[config.mk]
export PLATFORM = sky130hd
export DESIGN_NAME = ram_bank_pipe_flat
export DESIGN_NICKNAME = d
export VERILOG_FILES = /design/src/rtl/ram_bank_pipe_if.sv /design/src/rtl/ram_bank_pipe.sv /design/src/flat_wrapper.sv
export SDC_FILE = /design/constraint.sdc
export NUM_CORES = 1
export LEC_CHECK = 0
export CELL_PAD_IN_SITES_DETAIL_PLACEMENT = 0
export CELL_PAD_IN_SITES_GLOBAL_PLACEMENT = 2
export CORE_ASPECT_RATIO = 0.8
export CORE_MARGIN = 2
export CORE_UTILIZATION = 49
export CTS_BUF_LIST = sky130_fd_sc_hd__clkbuf_8
export DETAILED_ROUTE_END_ITERATION = 6
export PLACE_DENSITY_LB_ADDON = 0.1
export SETUP_SLACK_MARGIN = 0.15
export SLEW_MARGIN = 20
export SYNTH_ARGS = -nofsm -noshare
export SYNTH_HDL_FRONTEND = slang
export SYNTH_SLANG_ARGS = --single-unit
[constraint.sdc]
create_clock -name clk -period 3.01 [get_ports clk]
set_clock_uncertainty 0.05 [all_clocks]
set_input_delay 0.7525 -clock clk [delete_from_list [all_inputs] [get_ports clk]]
set_output_delay 0.7525 -clock clk [all_outputs]
set_load 0.01 [all_outputs]
[src/rtl/ram_bank_pipe_if.sv]
// ram_bank_pipe_if: request/response bundle of one RAM bank (master = requester, slave = bank)
interface ram_bank_pipe_if #(
  parameter int ADDR_BIT = 3,
  parameter int DATA_BIT = 16
);
  localparam int BE = DATA_BIT / 8;
  logic                en;
  logic                clr;
  logic                we;
  logic [BE-1:0]       be;
  logic [ADDR_BIT-1:0] addr_w;
  logic [DATA_BIT-1:0] d_w;
  logic                re;
  logic [ADDR_BIT-1:0] addr_r;
  logic [DATA_BIT-1:0] d_r;
  logic                d_r_valid;
  logic                d_r_init;
  logic                rd_err;
  logic                wr_err;
  modport master (
    output en, clr, we, be, addr_w, d_w, re, addr_r,
    input  d_r, d_r_valid, d_r_init, rd_err, wr_err
  );
  modport slave (
    input  en, clr, we, be, addr_w, d_w, re, addr_r,
    output d_r, d_r_valid, d_r_init, rd_err, wr_err
  );
endinterface

[src/rtl/ram_bank_pipe.sv]
// ram_bank_pipe: byte-enabled RAM bank with written-flag tracking, write-first collision and 1/2-cycle read pipe
module ram_bank_pipe #(
  parameter int ADDR_BIT   = 3,
  parameter int DATA_BIT   = 16,
  parameter int MEM_HEIGHT = 8,
  parameter int RD_LAT     = 1
) (
  input logic clk,
  input logic rst_n,
  ram_bank_pipe_if.slave bus
);
  localparam int BE = DATA_BIT / 8;
  localparam logic [ADDR_BIT:0] HEIGHT = (ADDR_BIT + 1)'(MEM_HEIGHT);
  logic [DATA_BIT-1:0]   mem [MEM_HEIGHT];
  logic [MEM_HEIGHT-1:0] flags_q, flags_d, wmask;
  logic                  w_in, r_in, wr_ok, rd_ok, hit, rd_init;
  logic [DATA_BIT-1:0]   old_w, rd_d;
  logic                  v1_q, init1_q, err1_q, wr_err_q;
  logic [DATA_BIT-1:0]   d1_q;
  assign w_in  = {1'b0, bus.addr_w} < HEIGHT;
  assign r_in  = {1'b0, bus.addr_r} < HEIGHT;
  assign wr_ok = bus.en && bus.we && w_in;
  assign rd_ok = bus.en && bus.re;
  assign hit   = wr_ok && r_in && bus.addr_w == bus.addr_r && |bus.be;
  // Unwritten entries read as zero so uninitialised RAM never leaks out
  always_comb begin
    old_w = (r_in && flags_q[bus.addr_r]) ? mem[bus.addr_r] : '0;
    rd_d  = old_w;
    for (int i = 0; i < BE; i++)
      if (hit && bus.be[i]) rd_d[8*i +: 8] = bus.d_w[8*i +: 8];
    rd_init = r_in && (flags_q[bus.addr_r] || hit);
    wmask   = (wr_ok && |bus.be) ? MEM_HEIGHT'(1) << bus.addr_w : '0;
    flags_d = (bus.clr ? '0 : flags_q) | wmask;
  end
  always_ff @(posedge clk)
    for (int i = 0; i < BE; i++)
      if (wr_ok && bus.be[i]) mem[bus.addr_w][8*i +: 8] <= bus.d_w[8*i +: 8];
  always_ff @(posedge clk or negedge rst_n)
    if (!rst_n) begin
      flags_q  <= '0;
      wr_err_q <= 1'b0;
      v1_q     <= 1'b0;
      init1_q  <= 1'b0;
      err1_q   <= 1'b0;
      d1_q     <= '0;
    end else begin
      flags_q  <= flags_d;
      wr_err_q <= bus.en && bus.we && !w_in;
      v1_q     <= rd_ok;
      init1_q  <= rd_ok && rd_init;
      err1_q   <= rd_ok && !r_in;
      if (rd_ok) d1_q <= rd_d;
    end
  assign bus.wr_err = wr_err_q;
  generate
    if (RD_LAT == 2) begin : g_lat2
      logic                v2_q, init2_q, err2_q;
      logic [DATA_BIT-1:0] d2_q;
      always_ff @(posedge clk or negedge rst_n)
        if (!rst_n) begin
          v2_q    <= 1'b0;
          init2_q <= 1'b0;
          err2_q  <= 1'b0;
          d2_q    <= '0;
        end else begin
          v2_q    <= v1_q;
          init2_q <= init1_q;
          err2_q  <= err1_q;
          if (v1_q) d2_q <= d1_q;
        end
      assign bus.d_r       = d2_q;
      assign bus.d_r_valid = v2_q;
      assign bus.d_r_init  = init2_q;
      assign bus.rd_err    = err2_q;
    end else begin : g_lat1
      assign bus.d_r       = d1_q;
      assign bus.d_r_valid = v1_q;
      assign bus.d_r_init  = init1_q;
      assign bus.rd_err    = err1_q;
    end
  endgenerate
endmodule

[src/flat_wrapper.sv]
// flat-port wrapper written by rule: the top's interface ports become plain ports
module ram_bank_pipe_flat 
#(
  parameter int ADDR_BIT   = 3,
  parameter int DATA_BIT   = 16,
  parameter int MEM_HEIGHT = 8,
  parameter int RD_LAT     = 1
)
  (clk, rst_n, bus_en, bus_clr, bus_we, bus_be, bus_addr_w, bus_d_w, bus_re, bus_addr_r, bus_d_r, bus_d_r_valid, bus_d_r_init, bus_rd_err, bus_wr_err);
  ram_bank_pipe_if #(.ADDR_BIT(ADDR_BIT), .DATA_BIT(DATA_BIT)) bus_i ();
  input logic clk;
  input logic rst_n;
  input wire logic [$bits(bus_i.en)-1:0] bus_en;
  input wire logic [$bits(bus_i.clr)-1:0] bus_clr;
  input wire logic [$bits(bus_i.we)-1:0] bus_we;
  input wire logic [$bits(bus_i.be)-1:0] bus_be;
  input wire logic [$bits(bus_i.addr_w)-1:0] bus_addr_w;
  input wire logic [$bits(bus_i.d_w)-1:0] bus_d_w;
  input wire logic [$bits(bus_i.re)-1:0] bus_re;
  input wire logic [$bits(bus_i.addr_r)-1:0] bus_addr_r;
  output wire logic [$bits(bus_i.d_r)-1:0] bus_d_r;
  output wire logic [$bits(bus_i.d_r_valid)-1:0] bus_d_r_valid;
  output wire logic [$bits(bus_i.d_r_init)-1:0] bus_d_r_init;
  output wire logic [$bits(bus_i.rd_err)-1:0] bus_rd_err;
  output wire logic [$bits(bus_i.wr_err)-1:0] bus_wr_err;
  assign bus_i.en = bus_en;
  assign bus_i.clr = bus_clr;
  assign bus_i.we = bus_we;
  assign bus_i.be = bus_be;
  assign bus_i.addr_w = bus_addr_w;
  assign bus_i.d_w = bus_d_w;
  assign bus_i.re = bus_re;
  assign bus_i.addr_r = bus_addr_r;
  assign bus_d_r = bus_i.d_r;
  assign bus_d_r_valid = bus_i.d_r_valid;
  assign bus_d_r_init = bus_i.d_r_init;
  assign bus_rd_err = bus_i.rd_err;
  assign bus_wr_err = bus_i.wr_err;
  ram_bank_pipe #(.ADDR_BIT(ADDR_BIT), .DATA_BIT(DATA_BIT), .MEM_HEIGHT(MEM_HEIGHT), .RD_LAT(RD_LAT)) u_core (.clk(clk), .rst_n(rst_n), .bus(bus_i));
endmodule
# Word level (Yosys, flattened, before mapping)
# Memory sizes are Yosys's and may differ from the RTL's.
# Cells that the tools add are included.
# op_classes
n_div	0
n_shift	1
muxes	11
magnitude_cmp	1
n_reduce_logical	12
addsub	0
eq_ne	1
multipliers	0
n_bitwise	1
# ops
cell	count
$mux 8	4
$mux 16	1
$logic_and 1x1->1	10
$or 8x8->8	1
$shl 1x3->8 const A	1
$mux 1	5
$lt 3x4->1 const B	1
$bmux 1 s3	1
$eq 3x3->1	1
$reduce_or 2->1	1
$logic_or 1x1->1	1
# word_totals
input_bits	30
output_inout_bits	20
romBits	0
register_bits	26
latch_bits	0
ram_bits	128
mem_count	1
word_cells	32
# mem_list
name	depth	width	read_ports	rd_ports_with_merged_regs	write_ports	line	source
u_core.mem	8	16	1	0	1	ram_bank_pipe.sv:14	logic [DATA_BIT-1:0] mem [MEM_HEIGHT];

# Depth between registers and ports, before layout
# depth
ltp_word	5
mapped_depth	7
mapped_depth_nobuf	4

# Least setup slack after synthesis
# No wires, ideal clock.
# synth_path
kind	input to register
startpoint	in bus_be[0]
endpoint	mem u_core.mem[0][0] (enable)
arrival_ns	1.876
n_path_buf	1
path_slack_ns	0.698
cell_stages	3
setup_ns	0.386
required_time_ns	2.574
path_cell_list	clkbuf_1 nand4b_1 nor3_1
# synth_between
elab_chain_len	3
# synth_rtl
item	line	source
from (decl)	flat_wrapper.sv:16	input wire logic [$bits(bus_i.be)-1:0] bus_be;
$logic_and 1x1->1	ram_bank_pipe.sv:37	if (wr_ok && bus.be[i]) mem[bus.addr_w][8*i +: 8] <= bus.d_w[8*i +: 8];
$mux 1	ram_bank_pipe.sv:37	
$mux 1 (not written as such)	ram_bank_pipe.sv:37	
to (decl)	ram_bank_pipe.sv:14	
# No other way between the ends.

# Final worst setup path
# layout_path
startpoint	in bus_addr_r[0]
endpoint	reg u_core.d1_q[1], in the netlist u_core.bus.d_r[1]
# layout_between
elab_chain_len	5
elab_cells_between_ends	9
cone_classes	eq/ne: 1; mux: 4; reduce/logical: 3; memory: 1
# layout_rtl
item	line	source
from (decl)	flat_wrapper.sv:20	input wire logic [$bits(bus_i.addr_r)-1:0] bus_addr_r;
parallel branches: the longest is 4 deep, another holds $mux 16	--	
$mux 8 *	ram_bank_pipe.sv:30	if (hit && bus.be[i]) rd_d[8*i +: 8] = bus.d_w[8*i +: 8];
to (signal assigned)	ram_bank_pipe.sv:52	if (rd_ok) d1_q <= rd_d;
to (decl)	ram_bank_pipe.sv:19	logic [DATA_BIT-1:0] d1_q;
# Mark *: on every way between the ends. The select of a mux whose other input is x is not followed.
# A chain may end at the register's enable or synchronous reset.

==> summary.md <==
| Metric | Value |
|---|---|
| Area leader, netlist | `edfxtp_1` |
| Fin worst setup slack | `0.553 ns` |
| Overflow after GRT | `0` |
| Final Slew Violations | `0` |
| Netlist cell types | `28` |
| Post-CTS Resized | `0` |
| Placed Area | `0.00716 mm^2` |
| Die Span X | `130 um` |
| 1st-pass router iterations | `4` |
| Die Ht | `105 um` |
| RSZ-0062 raised after global routing | `no` |
| PwrDens | `575 mW/mm^2` |
| Vias in the first global route | `3473` |
| Clk buf depth | `2` |
| Logic gate share of total power | `0.085` |
| Commonest cells after routing, fill and taps aside | `edfxtp_1 (128), clkdlybuf4s50_1 (46), buf_4 (45)` |
| Leak | `2.66 nW` |
| Pint | `3.43 mW` |
| Setup WS pre-CTS | `0.0882 ns` |
| Critical setup path kind | `in -> reg` |
| Syn Inst Count | `336` |
| Final setup viols | `0` |
| Clock Power Share | `0.366` |
| Synth area leaders | `edfxtp_1 (62%), mux4_2 (12%), dfrtp_1 (10%)` |
| Layout cell share with drive strength beyond 1 | `0.289` |
| FILL cells | `909` |
| Std-Cell Rows | `36` |
| Worst EP required | `3.26 ns` |
| Max Fanout on Critical Path | `17` |
| Initial antenna violation count | `0` |
| CTS buffer count | `17` |
| Starting Density | `0.507` |
| Antenna Nets Post-Route | `0` |
| Power consumption | `4.36 mW` |
| Switch Pwr | `921 uW` |
| Nets | `456` |
| First-pass GRT wire length | `20.6 mm` |
| CP startpoint kind | `input port` |
| Clk slew on worst S/H paths | `0.07 ns` |
| Via count | `3377` |
| Hold Violations, Final | `0` |
| Placeable Area | `0.0123 mm^2` |
| Worst path arrival time | `2.71 ns` |
| Setup Fix Bufs, Post-CTS | `0` |
| Design Area, Final | `0.00757 mm^2` |
| Dpl hpwl | `9.21 mm` |
| Aggregate routed wire length | `13.5 mm` |
| Hold-fix buffers, CTS | `0` |
| Hold Slack | `0.452 ns` |
| Seq/Total Area, Yosys | `0.720` |
| Remaining DRCs | `0` |
| Worst skew pair latency | `0.44 ns` |
| Mapped Area | `0.00624 mm^2` |
| Area of the multi-input gates | `0.00160 mm^2` |
| Clk root buf | `clkbuf_8` |
| Commonest non-fill, non-tap cell in the layout | `edfxtp_1` |
| Warning count from the yosys run | `0` |
| I/O pin cnt | `50` |
| Fmax | `0.407 GHz` |
| Switching part of the total | `0.211` |
| Final TNS setup | `0 ns` |
| N_diodes | `0` |
| CTS tree | `built` |
| Die Area | `0.0137 mm^2` |
| Routability congestion estimate | `0.814` |
| FF+latch area | `0.00449 mm^2` |
| HP Class | `reg -> reg` |
| H-tree depth | `4` |
| Max-Cap Viols | `0` |
| Reg power frac | `0.549` |
| DR vias/cell | `5.54` |
| Total clock sinks | `154` |
| Maximum VDD drop | `425 uV` |
| Largest net degree at the start of global routing | `35` |
| Status | `finished, final reports clean` |
| Synth Area per Inst | `18.6 um^2` |
| Synth top area share | `0.616` |
| Final Cycle Share | `0.816` |
| Number of port buffers | `47` |
| Flops & latches, synth | `154` |
| Critical Path Sink Type | `register` |
| Fin crit period | `2.46 ns` |
| Total track usage | `0.215` |
| DR iter-0 viols | `246` |
| Wire per inst | `22.2 um` |
| Area Growth Syn to Fin | `21.4%` |
## state kept, by name, indices dropped and copies added (netlist names)
register	flops
u_core.bus.d_r	16
u_core.bus.d_r_init	1
u_core.bus.d_r_valid	1
u_core.flags_q	8
u_core.mem	128
## final timing paths
kind	cells after the start	start	slack, ns	end
setup / recovery	5	bus_addr_r[0]	0.55	u_core.bus.d_r[1]$_DFFE_PN0P_
hold / removal	1	u_core.flags_q[0]$_DFF_PN0_	0.45	u_core.flags_q[0]$_DFF_PN0_
setup reg to reg	4	u_core.flags_q[2]$_DFF_PN0_	1.25	u_core.bus.d_r[1]$_DFFE_PN0P_
hold reg to reg	1	u_core.flags_q[0]$_DFF_PN0_	0.45	u_core.flags_q[0]$_DFF_PN0_
max in group asynchronous	2	rst_n	1.98	u_core.bus.d_r[15]$_DFFE_PN0P_
min in group asynchronous	2	rst_n	0.64	u_core.flags_q[5]$_DFF_PN0_
## layout make-up
cell class                      count  share of cell area
Multi-Input combinational cell    156               0.211
Timing Repair Buffer               94               0.111
Tap cell                          171              0.0283
Sequential cell                   154               0.594
Clock inverter                     15              0.0231
Clock buffer                       17              0.0309
Inverter                            3             0.00149
## power groups by stage
| stage | Sequential (mW) | Clock (mW) | Combinational [mW] |
|---|---|---|---|
| floorplan | 2.44 | 0 | 0.175 |
| global placement | 2.44 | 0 | 0.370 |
| detailed placement | 2.44 | 0 | 0.375 |
| CTS | 2.39 | 1.63 | 0.377 |
| global route | 2.40 | 1.71 | 0.404 |
| finish | 2.39 | 1.59 | 0.372 |
## Yosys cell counts
library cell    n
mux2_2         17
o21a_1          1
xor2_1          2
o211ai_1       16
a31oi_1        16
buf_1           2
a211o_1         8
nand2_1         1
clkbuf_1        9
edfxtp_1      128
nand3_1        16
nor3_1          4
dfrtp_1        26
nand4b_1        2
buf_4           5
buf_2           5
nor2_1         28
buf_6           3
conb_1          1
nand2b_1        2
xor2_2          1
o211ai_2        1
nand4_1         2
or4_4           1
nor4_4          1
mux4_2         34
inv_1           3
and2_1          1
## through the flow
step | std cells | util
floorplan | 337 | -
global placement | 578 | 0.582
detailed placement | 578 | 0.582
CTS | 610 | 0.616
global route | 610 | 0.616
finish | 610 | 0.616
## routing by layer
metal  wire [um]  GRT usage  up-vias
li1            -          -     1545
met1        6380      0.320     1714
met2        6370      0.313      103
met3         664     0.0527       15
met4         121     0.0699        0
met5           0          0        -
## kinds of logic after synthesis
| group | after synthesis | share of synthesized area |
|---|---|---|
| flip-flops | 154 | 0.720 |
| AND/OR/NAND/NOR | 58 | 0.0465 |
| multiplexers | 51 | 0.153 |
| AO/OA/AOI/OAI | 42 | 0.0497 |
| buffers and inverters | 27 | 0.0239 |
| XOR/XNOR | 3 | 0.00542 |
| other | 1 | 0.000601 |
## critical path: stages
cell and delay, ns:
clkdlybuf4s50_1 0.70, mux4_2 0.55, mux2_2 0.44, o211ai_1 0.16, a31oi_1 0.11
Note: power is estimated with default switching activity, not from simulation.
